--- src/rtl/cp0_regfile.sv ---
// cp0_regfile: coprocessor-0 registers behind the exception detector.
// Holds BadVAddr/Count/Compare/Status/Cause/EPC/PRId and raises the interrupt request.
module cp0_regfile #(
    parameter logic [31:0] PRID_VALUE = 32'h0001_8000,
    parameter bit          COUNT_DIV2 = 1'b1
) (
    input  logic        clk,
    input  logic        rst,
    input  logic [4:0]  raddr,
    output logic [31:0] rdata,
    input  logic        wen,
    input  logic [4:0]  waddr,
    input  logic [31:0] wdata,
    input  logic [5:0]  hw_int,
    input  logic        cp0_exp_en,
    input  logic        cp0_exl_clean,
    input  logic [31:0] cp0_exp_epc,
    input  logic [4:0]  cp0_exp_code,
    input  logic        cp0_exp_bd,
    input  logic [31:0] cp0_exp_bad_vaddr,
    input  logic        cp0_exp_bad_vaddr_wen,
    output logic [31:0] epc_address,
    output logic        status_exl,
    output logic        interrupt_pending,
    output logic        timer_int
);

    logic [31:0] badvaddr_q, badvaddr_d;
    logic [31:0] count_q, count_d;
    logic [31:0] compare_q, compare_d;
    logic [31:0] epc_q, epc_d;
    logic [7:0]  im_q, im_d;
    logic [7:0]  ip_q, ip_d;
    logic [4:0]  code_q, code_d;
    logic        exl_q, exl_d;
    logic        ie_q, ie_d;
    logic        bd_q, bd_d;
    logic        ti_q, ti_d;
    logic        tog_q, tog_d;

    logic        wr_count, wr_cmp, wr_status, wr_cause, wr_epc;
    logic        cnt_inc, first_exc;
    logic [31:0] count_nxt;
    logic [31:0] status_w, cause_w;

    assign wr_count  = wen && (waddr == 5'd9);
    assign wr_cmp    = wen && (waddr == 5'd11);
    assign wr_status = wen && (waddr == 5'd12);
    assign wr_cause  = wen && (waddr == 5'd13);
    assign wr_epc    = wen && (waddr == 5'd14);

    assign cnt_inc   = COUNT_DIV2 ? tog_q : 1'b1;
    assign count_nxt = count_q + 32'd1;
    // EPC and BD are only captured for the outermost exception
    assign first_exc = cp0_exp_en && !exl_q;

    always_comb begin
        badvaddr_d = badvaddr_q;
        count_d    = count_q;
        compare_d  = compare_q;
        epc_d      = epc_q;
        im_d       = im_q;
        ip_d       = ip_q;
        code_d     = code_q;
        exl_d      = exl_q;
        ie_d       = ie_q;
        bd_d       = bd_q;
        ti_d       = ti_q;
        tog_d      = wr_count ? 1'b0 : ~tog_q;

        if (wr_count)
            count_d = wdata;
        else if (cnt_inc)
            count_d = count_nxt;

        if (wr_cmp)
            compare_d = wdata;

        // a Compare write clears TI even when a match lands on the same edge
        if (wr_cmp)
            ti_d = 1'b0;
        else if (!wr_count && cnt_inc && (count_nxt == compare_q))
            ti_d = 1'b1;

        if (wr_status) begin
            im_d  = wdata[15:8];
            ie_d  = wdata[0];
            exl_d = wdata[1];
        end

        ip_d[1:0] = wr_cause ? wdata[9:8] : ip_q[1:0];
        ip_d[6:2] = hw_int[4:0];
        ip_d[7]   = hw_int[5] | ti_q;

        if (wr_epc)
            epc_d = wdata;

        if (cp0_exp_en) begin
            exl_d  = 1'b1;
            code_d = cp0_exp_code;
            if (cp0_exp_bad_vaddr_wen)
                badvaddr_d = cp0_exp_bad_vaddr;
            if (first_exc) begin
                epc_d = cp0_exp_epc;
                bd_d  = cp0_exp_bd;
            end
        end else if (cp0_exl_clean) begin
            exl_d = 1'b0;
        end
    end

    always_ff @(posedge clk or negedge rst) begin
        if (!rst) begin
            badvaddr_q <= '0;
            count_q    <= '0;
            compare_q  <= '0;
            epc_q      <= '0;
            im_q       <= '0;
            ip_q       <= '0;
            code_q     <= '0;
            exl_q      <= 1'b0;
            ie_q       <= 1'b0;
            bd_q       <= 1'b0;
            ti_q       <= 1'b0;
            tog_q      <= 1'b0;
        end else begin
            badvaddr_q <= badvaddr_d;
            count_q    <= count_d;
            compare_q  <= compare_d;
            epc_q      <= epc_d;
            im_q       <= im_d;
            ip_q       <= ip_d;
            code_q     <= code_d;
            exl_q      <= exl_d;
            ie_q       <= ie_d;
            bd_q       <= bd_d;
            ti_q       <= ti_d;
            tog_q      <= tog_d;
        end
    end

    assign status_w = {9'd0, 1'b1, 6'd0, im_q, 6'd0, exl_q, ie_q};
    assign cause_w  = {bd_q, ti_q, 14'd0, ip_q, 1'b0, code_q, 2'b00};

    always_comb begin
        rdata = '0;
        case (raddr)
            5'd8:    rdata = badvaddr_q;
            5'd9:    rdata = count_q;
            5'd11:   rdata = compare_q;
            5'd12:   rdata = status_w;
            5'd13:   rdata = cause_w;
            5'd14:   rdata = epc_q;
            5'd15:   rdata = PRID_VALUE;
            default: rdata = '0;
        endcase
    end

    assign epc_address       = epc_q;
    assign status_exl        = exl_q;
    assign timer_int         = ti_q;
    assign interrupt_pending = ie_q && !exl_q && |(ip_q & im_q);

endmodule

--- config.mk ---
export PLATFORM = sky130hd
export DESIGN_NAME = cp0_regfile
export DESIGN_NICKNAME = d
export VERILOG_FILES = /design/src/rtl/cp0_regfile.sv
export SDC_FILE = /design/constraint.sdc
export NUM_CORES = 1
export LEC_CHECK = 0
export CAP_MARGIN = 20
export CORE_ASPECT_RATIO = 0.9
export CORE_MARGIN = 3
export CORE_UTILIZATION = 45
export CTS_CLUSTER_SIZE = 24
export DETAILED_ROUTE_END_ITERATION = 8
export PLACE_DENSITY = 0.79
export RECOVER_POWER = 25
export SLEW_MARGIN = 10
export SYNTH_ARGS = -nofsm -noshare
export SYNTH_HDL_FRONTEND = slang
export SYNTH_SLANG_ARGS = --single-unit
--- constraint.sdc ---
create_clock -name clk -period 3.05 [get_ports clk]
set_input_delay 0.305 -clock clk [delete_from_list [all_inputs] [get_ports clk]]
set_output_delay 0.305 -clock clk [all_outputs]
set_load 0.05 [all_outputs]
* Word-level counts from Yosys, hierarchy flattened
Index checks and enable logic that the tools add are counted.
** Storage, ports and cells
- Bits in registers :: 154
- Logic and storage cells :: 60
- Output and inout bits :: 67
- Bits of input ports :: 124
** Operators by class
- Mux-type cells :: 12
- Add/subtract/negate cells :: 1
- Reductions and logical operators :: 18
- Equal/unequal tests :: 13
- Bitwise logic cells :: 3
** Operators with widths (number)
- 32-bit case mux with 7 select lines :: 1
- 32-bit two-way mux :: 5
- 5-bit by 4-bit == test with 1-bit output (second input constant) :: 12
- 32-bit by 1-bit adder with 32-bit output (second input constant) :: 1
- 32-bit == test :: 1
- 1-bit logical AND :: 10
- 8-bit AND :: 1
- 8-bit OR reduction :: 1
- 1-bit two-way mux :: 6
- 2-bit AND reduction :: 2
- 2-bit nonzero test :: 2
- 3-bit nonzero test :: 1
- 1-bit zero test :: 2
- 1-bit NOT :: 1
- 1-bit OR :: 1

* Depth between registers and ports, before layout
Gate-level depths: netlist (run 1).
- Word-level depth :: 7
- Gate-level depth with buffers :: 10
- Depth with buffers taken out :: 8

* Least setup slack after synthesis (run 1)
OpenSTA, ideal clock, no wires.
- Path type :: input to output
- Start point :: input port raddr[0]
- End point :: output port rdata[19]
- Data required time :: 2.745 ns
- Stages :: 6
- Arrival :: 2.418 ns
- Setup slack :: 0.327 ns
- Cell sequence :: clkbuf_1 and2_1 clkbuf_1 buf_1 a21oi_1 o21ai_0
** On the way
- Cells in the longest elaborated chain, start to end :: 2
** Ends and longest elaborated chain
- from (decl) :: line 9 : input logic [4:0] raddr,
- 5-bit by 4-bit == test with 1-bit output :: line 147 : case (raddr)
- 32-bit case mux with 7 select lines * :: line 147
- to (decl) :: line 10 : output logic [31:0] rdata,
Every way passes the cells marked *; elsewhere a longest branch is shown, timed or not.

* Worst setup path in the final report (run 1)
- Start point :: register count_q[1]
- End point :: register ti_q, in the netlist timer_int
** On the way
- Cells in the longest elaborated chain, start to end :: 4
** Ends and longest elaborated chain
- from (decl) :: line 29 : logic [31:0] count_q, count_d;
- from (signal assigned) :: line 128 : count_q <= count_d;
- 32-bit by 1-bit adder with 32-bit output :: line 53 : assign count_nxt = count_q + 32'd1;
- 32-bit == test :: line 82 : else if (!wr_count && cnt_inc && (count_nxt == compare_q))
- 1-bit logical AND :: line 82
- 2-bit nonzero test (no line)
- to (signal assigned) :: line 137 : ti_q <= ti_d;
- to (decl) :: line 38 : logic ti_q, ti_d;
No other way between the ends.
A chain may end at the register's enable or synchronous reset.

==> metrics.yaml, run 1 <==
final_area_um2: 11720
start_util_pct: 46.38
yosys_register_bits: 154
final.period_utilization_pct: 92.01
cts_buffer_depth: 2
dp.cells: 1258
power.density_nw_per_um2: 622.8
wl_um: 25740
synth_ff_type: "dfrtp_1"
yosysWarnings: 0
synth_cells: 859
worstPathMaxFanout: 12
placeableCoreArea_um2: 18580
maxCapViolCount: 1
grt_setup_unrepaired: "no"
antenna_found_initial: 0
cts_tree: "built"
hold_class: "input pin to flop"
dr.pass1.iters: 6
grt_pass1_wl_um: 41500
synth_cell_types: 54
wl_per_cell_um: 19.97
vdd_drop_max_v: 0.0003919
required_ns: 3.39
worst_slack_ns: 0.2438
grt_pass1_vias: 7669
chipWidth_um: 151.9
fin_nets: 1158
clock.fmax_ghz: 0.3564
diodes: 0
clk_pin_slew_worst_paths_ns: 0.06
place.port_buffers: 190
hold_viol_final: 0
tightest_slew_ns: 1.622
die_y_um: 137.3
critPathLaunchType: "flop"
fp.dieArea_um2: 20850
slew_viol_final: 66
cp.arrival_ns: 3.14
tns_ns: 0
fin_worst_skew_ns: 0.01246
drc: 0
crit_type: "flop to flop"
clk_latency_ns: 0.43
stdcell_count: 1289
place.gp.congestion: 0.9120
synthesis.area_per_instance_um2: 10.03
cp_slowest_cell: "dfrtp_1"
maxSlewHeadroom_pct: -8.152
row_count: 47
synthTopCellsByArea: "dfrtp_1, mux2_2, mux2i_1"
min_period_ns: 2.806
synth_area_leader_cell: "dfrtp_1"
cp_cell_sequence: "ha_1 -> nand4_1 -> nor4_2 -> buf_4 -> nand3_1 -> xnor2_1 -> or3b_2 -> a311o_1 -> o31ai_2"
io_pins: 191
nFillCells: 1514
synth_enable_flop_cells: 0
outcome: "complete, but fails checks"
place_ws_ns: 0.2924
htreeDepth: 4
hpwlAfterDp_um: 18570
placed_area_um2: 11150
grt_usage_pct: 24.92
synth_common_cells: "dfrtp_1, nand2_1, o21ai_0"
vias_per_cell: 5.776
grt_start_max_net_pins: 66
leakage_nw: 4.604
violations: "max-capacitance violations, max-slew violations"
yosysSeqAreaShare_pct: 44.71
finalSetupViolations: 0
yosysMostFrequentCell: "dfrtp_1"
postRouteAntennaNets: 0
dr.first_iter.drc_count: 630
netlist_area_um2: 8620
overflow: 0
end_kind: "flop"
num_vias: 7445
cts-buffers-inserted: 17
synth_top_cell_area_share_pct: 44.71
cts_num_sinks: 154
synth_async_sr_flop_share_pct: 100.0
area_growth_pct: 35.91
cts_root_buf: "clkbuf_16"
synth_fp_nets: 984
drive_above_1_share_pct: 18.39
slowest_delay_ns: 0.45
-- cell type report --
class	instances	area, um^2	area share [%]
repair buffers	222	2510	21.42
clock inverters	7	92.59	0.7903
multi-input cells	635	4463	38.10
well taps	245	306.5	2.617
flip-flops and latches	154	3854	32.90
inverters	3	11.26	0.09612
clock buffers	23	478.0	4.080
-- timing repair --
item	4_1_cts	5_1_grt
resized for setup	0	0
hold endpoints to repair	63	0
hold buffers	1	0
setup buffers	0	0
-- critical path, delay by kind of cell, from the launching register on --
kind | cells | cell delay (ns)
AND/OR/NAND/NOR | 4 | 1.03
AO/OA/AOI/OAI | 2 | 0.53
flip-flops | 1 | 0.45
adder cells (fa/ha/maj) | 1 | 0.33
buffers and inverters | 1 | 0.22
XOR/XNOR | 1 | 0.16
-- path summary, 6_finish.rpt --
path	startpoint	to	slack, ns	depth (start not counted)
setup reg to reg	count_q[1]$_DFFE_PN0N_	timer_int$_DFFE_PN0P_	0.24	9
min in group asynchronous	rst	badvaddr_q[3]$_DFFE_PN0P_	0.83	2
hold reg to reg	badvaddr_q[14]$_DFFE_PN0P_	badvaddr_q[14]$_DFFE_PN0P_	0.51	1
hold / removal	cp0_exp_epc[16]	epc_address[16]$_DFF_PN0_	0.42	3
setup / recovery	count_q[1]$_DFFE_PN0N_	timer_int$_DFFE_PN0P_	0.24	9
max in group asynchronous	rst	count_q[21]$_DFFE_PN0N_	0.50	3
-- placed cells by master (no fill, tap or decap), drive strengths merged, types with 4 or more instances in the layout --
| master | synthesis | routed |
|---|---|---|
| nor2b | 4 | 4 |
| nor3 | 12 | 12 |
| a21oi | 21 | 21 |
| clkdlybuf4s50 | 0 | 151 |
| buf | 26 | 62 |
| nand4 | 20 | 20 |
| nor4 | 5 | 5 |
| xor2 | 34 | 34 |
| nand3 | 25 | 25 |
| clkbuf | 41 | 25 |
| a31oi | 4 | 4 |
| nand2b | 5 | 5 |
| dfrtp | 154 | 154 |
| mux2 | 84 | 84 |
| a222oi | 14 | 14 |
| o21ai | 85 | 85 |
| and3 | 10 | 10 |
| clkinv | 0 | 5 |
| nand2 | 113 | 113 |
| nor2 | 39 | 39 |
| a22oi | 19 | 19 |
| xnor2 | 43 | 43 |
| nor3b | 4 | 4 |
| mux2i | 53 | 53 |
| dlygate4sd3 | 0 | 7 |
-- sequential cells by signal, summed over array words and instances (netlist names), 5 cells and up --
name and flops:
ip_q 8, count_q 32, code_q 5, compare_q 32, im_q 8, epc_address 32
badvaddr_q 32
-- cell families (layout without fill, tap and decap cells) --
| kind of cell | after synthesis | after routing | share of synthesized area [%] |
|---|---|---|---|
| AO/OA/AOI/OAI | 162 | 162 | 11.61 |
| XOR/XNOR | 77 | 77 | 7.824 |
| adder cells (fa/ha/maj) | 1 | 1 | 0.1451 |
| buffers and inverters | 70 | 255 | 3.905 |
| flip-flops | 154 | 154 | 44.71 |
| multiplexers | 137 | 137 | 17.13 |
| AND/OR/NAND/NOR | 258 | 258 | 14.68 |
-- stage by stage --
step	total power, W	hold WS, ns	utilization [%]
after floorplan	0.004376	0.009409	-
after global placement	0.005151	0.3464	60.02
after detailed placement	0.005217	0.3445	60.02
after CTS	0.007316	0.2990	63.14
after global routing	0.007637	0.4266	63.04
final	0.007296	0.4190	63.04
-- power by group --
group / internal (W) / leakage, nW / switching (W)
clock network: 0.00126 / 0.283 / 0.000833
registers: 0.00244 / 1.86 / 0.000551
logic: 0.00104 / 2.46 / 0.00117
-- routing by layer --
metal	routed length (um)	global-route usage, %
met1	11110	32.37
met4	350	7.439
met2	12500	42.08
met3	1776	5.747
met5	0	0
Note: power is estimated with default switching activity, not from simulation.
==> run 2: changes to the inputs <==
--- a/config.mk
+++ b/config.mk
@@ -11,6 +11,7 @@
 export CORE_UTILIZATION = 45
 export CTS_CLUSTER_SIZE = 24
 export DETAILED_ROUTE_END_ITERATION = 8
+export GPL_TIMING_DRIVEN = 0
 export PLACE_DENSITY = 0.79
 export RECOVER_POWER = 25
 export SLEW_MARGIN = 10
==> metrics.yaml, run 2 (same netlist as run 1, synthesis figures left out) <==
outcome: "complete, but fails checks"
chipWidth_um: 151.9
drive_above_1_share_pct: 16.14
hold_depth: 2
tightest_slew_ns: 1.550
vias_per_cell: 5.834
reg2regPathDepth: 9
final.period_utilization_pct: 98.44
grt_pass1_vias: 7715
hold_path_end: "status_exl$_DFFE_PN0P_"
layout_commonest_cell: "clkdlybuf4s50_1"
cts_tree: "built"
critPathLaunchType: "input pin"
use_met3_pct: 6.062
grt_setup_unrepaired: "yes"
grt_start_max_net_pins: 95
area_growth_pct: 33.42
final_area_um2: 11500
regToRegStartpoint: "count_q[1]$_DFFE_PN0N_"
place.gp.congestion: 0.9402
r2r_end: "timer_int$_DFFE_PN0P_"
placed_area_um2: 10840
cts-buffers-inserted: 17
grt-busiest-layer: "met2"
stdcell_count: 1323
maxCapViolCount: 1
placeableCoreArea_um2: 18580
place.port_buffers: 187
min-delay-start: "cp0_exp_en"
vdd_drop_max_v: 0.0004584
start_util_pct: 46.38
cts_num_sinks: 154
grt_pass1_wl_um: 43150
finalSetupViolations: 0
slew_viol_final: 62
hold_viol_final: 0
clk_pin_slew_worst_paths_ns: 0.06
cts_buffer_depth: 2
clk_latency_ns: 0.44
io_pins: 191
multi_input_area_um2: 4477
num_vias: 7718
row_count: 47
worstPathMaxFanout: 10
crit_type: "input pin to output pin"
wl_per_cell_um: 21.33
dr.first_iter.drc_count: 790
dp.cells: 1293
overflow: 0
dr.pass1.iters: 6
fp.dieArea_um2: 20850
wl_um: 28220
htreeDepth: 4
power.density_nw_per_um2: 664.1
cts_root_buf: "clkbuf_16"
drc: 0
min_period_ns: 3.003
nFillCells: 1563
postRouteAntennaNets: 0
grtUsageMet2_pct: 41.24
fin_worst_skew_ns: 0.01142
required_ns: 2.74
antenna_found_initial: 0
diodes: 0
hold_class: "input pin to flop"
clock.fmax_ghz: 0.3331
grt_usage_pct: 26.78
register_area_um2: 3855
final_cell_mix: "clkdlybuf4s50_1, dfrtp_1, nand2_1, o21ai_0, mux2_2"
hpwlAfterDp_um: 20330
post-cts-setup-buffer-count: 0
end_kind: "output pin"
use_met1_pct: 36.50
leakage_nw: 4.563
maxSlewHeadroom_pct: -3.326
cp.arrival_ns: 2.70
rrSetupSlack_ns: 0.17
fin_nets: 1190
die_y_um: 137.3
violations: "max-capacitance violations, max-slew violations"
-- run 2: changes by cell type in the layout (fill, tap and decap cells not counted), sizes merged --
cell           delta
dlygate4sd2       +9
buf              -32
bufinv            +2
dlymetal6s2s      +1
clkdlybuf4s15     +7
dlygate4sd3       -1
clkinv            -3
clkbuf           +45
clkdlybuf4s18     +3
clkdlybuf4s50     +3
-- run 2: final cells by class --
| class | instances | share of cell area (%) |
|---|---|---|
| multi-input cells | 635 | 38.93 |
| flip-flops and latches | 154 | 33.52 |
| repair buffers | 190 | 16.09 |
| clock buffers | 26 | 4.602 |
| plain buffers | 64 | 2.959 |
| well taps | 245 | 2.666 |
| clock inverters | 6 | 1.132 |
| inverters | 3 | 0.09792 |
-- run 2: critical path: stages --
cell,delay (ns)
clkdlybuf4s50_1,0.50
or3b_2,0.51
clkbuf_4,0.27
clkbuf_1,0.32
o21ai_0,0.24
dlygate4sd2_1,0.55
-- run 2: repair_timing --
action,CTS,global route
endpoints found under the setup margin,33,23
hold endpoints to repair,60,0
resized for setup,65,35
hold buffers,1,0
-- run 2: how the worst max path moves through the flow --
stage | start | end | depth (start not counted)
finish | raddr[3] | rdata[19] | 6
global route | count_q[7]$_DFFE_PN0N_ | timer_int$_DFFE_PN0P_ | 9
CTS | raddr[3] | rdata[16] | 6
detailed placement | raddr[3] | rdata[3] | 8
global placement | rst | compare_q[18]$_DFFE_PN0P_ | 1
floorplan | raddr[0] | rdata[19] | 6
-- run 2: metal layers --
metal / wire, um / share of wire, %
met1: 11950 / 42
met2: 12850 / 46
met3: 2424 / 8.6
met4: 987 / 3.5
met5: 0 / 0
-- run 2: per-stage QoR --
stage | power, W | TNS (ns) | util, % | hold WS [ns] | worst slack, ns
after floorplan | 0.004376 | 0 | - | 0.009409 | 0.3266
after global placement | 0.005165 | -733.52 | 58.11 | 0.4878 | -4.660
after detailed placement | 0.005234 | -17.96 | 58.34 | 0.2751 | -1.096
after CTS | 0.007621 | 0 | 62.15 | 0.2924 | 0.01535
after global routing | 0.007955 | -0.03600 | 61.88 | 0.3810 | -0.03600
final | 0.007636 | 0 | 61.88 | 0.3847 | 0.04749
-- run 2: power breakdown --
group          switching (W)  internal, W  leakage [nW]
registers           0.000395      0.00245          1.86
logic                0.00140      0.00103          2.37
clock network       0.000850      0.00152         0.327
total                0.00264      0.00500          4.56
==> run 3: changes to the inputs <==
--- a/config.mk
+++ b/config.mk
@@ -12,7 +12,7 @@
 export CTS_CLUSTER_SIZE = 24
 export DETAILED_ROUTE_END_ITERATION = 8
 export GPL_TIMING_DRIVEN = 0
-export PLACE_DENSITY = 0.79
+export PLACE_DENSITY = 0.72
 export RECOVER_POWER = 25
 export SLEW_MARGIN = 10
 export SYNTH_ARGS = -nofsm -noshare
==> metrics.yaml, run 3 (same netlist as run 1, synthesis figures left out) <==
io_pins: 191
p_total_w: 0.007319
hold_depth: 2
tightest_slew_ns: 1.610
htreeDepth: 4
hold_class: "input pin to flop"
maxSlewHeadroom_pct: -7.311
min_period_ns: 3.026
placeableCoreArea_um2: 18580
vias_per_cell: 5.796
chipWidth_um: 151.9
drc: 0
final.period_utilization_pct: 99.21
regToRegStartpoint: "count_q[1]$_DFFE_PN0N_"
dr.first_iter.drc_count: 709
rrSetupSlack_ns: 0.21
crit_type: "input pin to output pin"
holdWs_ns: 0.3780
finalSetupViolations: 0
slew_viol_final: 65
layout_commonest_cell: "dfrtp_1"
power.density_nw_per_um2: 641.0
nFillCells: 1662
r2r_end: "timer_int$_DFFE_PN0P_"
cts_root_buf: "clkbuf_16"
die_y_um: 137.3
clk_pin_slew_worst_paths_ns: 0.06
overflow: 0
required_ns: 2.74
drive_above_1_share_pct: 16.85
grt_pass1_wl_um: 43930
cp_cell_sequence: "clkdlybuf4s50_1 -> or3b_2 -> nor3_2 -> buf_2 -> a222oi_1 -> nand2_1 -> clkdlybuf4s15_2"
worstPathMaxFanout: 10
vdd_drop_max_v: 0.0003945
cts_num_sinks: 154
start_util_pct: 46.38
dr.pass1.iters: 8
slowest_delay_ns: 0.51
outcome: "complete, but fails checks"
cp_top_family: "buffers and inverters"
cts-buffers-inserted: 17
fin_nets: 1192
cp.arrival_ns: 2.72
cts_tree: "built"
maxCapViolCount: 1
min-delay-start: "cp0_exp_en"
violations: "max-capacitance violations, max-slew violations"
stdcell_count: 1325
tns_ns: 0
grt_pass1_vias: 7613
place.port_buffers: 187
num_vias: 7680
wl_um: 28720
fin_worst_skew_ns: 0.01044
wl_per_cell_um: 21.68
diodes: 0
critPathBufInv: 3
leakage_nw: 4.598
clock.fmax_ghz: 0.3305
critPathLaunchType: "input pin"
area_growth_pct: 32.47
grt_setup_unrepaired: "no"
fp.dieArea_um2: 20850
hold_path_end: "status_exl$_DFFE_PN0P_"
final_cell_mix: "dfrtp_1, clkdlybuf4s50_1, nand2_1, o21ai_0, mux2_2"
row_count: 47
hpwlAfterDp_um: 20800
clk_latency_ns: 0.44
hold_viol_final: 0
grt_start_max_net_pins: 92
cts_buffer_depth: 2
reg2regPathDepth: 9
dp.cells: 1294
postRouteAntennaNets: 0
end_kind: "output pin"
place.gp.congestion: 0.9344
grt_usage_pct: 27.29
antenna_found_initial: 0
cp_slowest_cell: "clkdlybuf4s50_1"
-- run 3: cell count changes in the layout (fill, tap and decap cells not counted), sizes merged, moves of 2 or more --
cell           delta
clkinvlp          +4
dlygate4sd2       -4
bufinv            -3
buf               +7
clkbuf            -4
clkinv            +2
clkdlybuf4s50     -4
dlymetal6s2s      +5
clkdlybuf4s18     -2
-- run 3: report_power, final --
| group | leakage [nW] | switching (W) | internal, W |
|---|---|---|---|
| Clock | 0.269 | 0.000880 | 0.00119 |
| Sequential | 1.86 | 0.000412 | 0.00244 |
| Combinational | 2.47 | 0.00137 | 0.00103 |
-- run 3: how the worst max path moves through the flow --
stage                                 from  cells after the start                   endpoint  slack (ns)
floorplan                         raddr[0]                      6                  rdata[19]        0.33
global placement                       rst                      1  epc_address[28]$_DFF_PN0_       -4.73
detailed placement                raddr[3]                      8                  rdata[31]       -1.07
CTS                               raddr[3]                      6                  rdata[16]      0.0006
global route        count_q[1]$_DFFE_PN0N_                      9      timer_int$_DFFE_PN0P_       0.001
finish                            raddr[3]                      7                   rdata[8]        0.02
-- run 3: metal layers --
| layer | routed length [um] | track usage [%] | vias up |
|---|---|---|---|
| li1 | - | - | 3506 |
| met1 | 12960 | 39.02 | 3766 |
| met2 | 13180 | 42.05 | 367 |
| met3 | 2031 | 5.967 | 41 |
| met4 | 540 | 7.988 | 0 |
| met5 | 0 | 0 | - |
-- run 3: stage by stage --
| step | util, % | cell area (um^2) | worst slack (ns) |
|---|---|---|---|
| final | 61.45 | 11420 | 0.02399 |
| after floorplan | - | 8620 | 0.3266 |
| after global placement | 58.11 | 10800 | -4.732 |
| after global routing | 61.45 | 11420 | 0.001273 |
| after detailed placement | 58.38 | 10850 | -1.066 |
| after CTS | 61.84 | 11490 | 0.0005833 |
-- run 3: final cells by class --
| type | count | area (um^2) | area share (%) |
|---|---|---|---|
| Multi-Input combinational cell | 635 | 4477 | 39.21 |
| Sequential cell | 154 | 3854 | 33.75 |
| Timing Repair Buffer | 193 | 1873 | 16.40 |
| Clock buffer | 22 | 474.2 | 4.153 |
| Buffer | 63 | 330.3 | 2.893 |
| Tap cell | 245 | 306.5 | 2.685 |
| Clock inverter | 10 | 92.59 | 0.8109 |
| Inverter | 3 | 11.26 | 0.09862 |
-- run 3: repair_timing --
item / in CTS / in global routing
buffers inserted: 2 / 0
hold buffers: 1 / 0
hold endpoints to repair: 63 / 0
resized for setup: 73 / 46
setup endpoints to repair: 33 / 26
pin swaps: 2 / 0
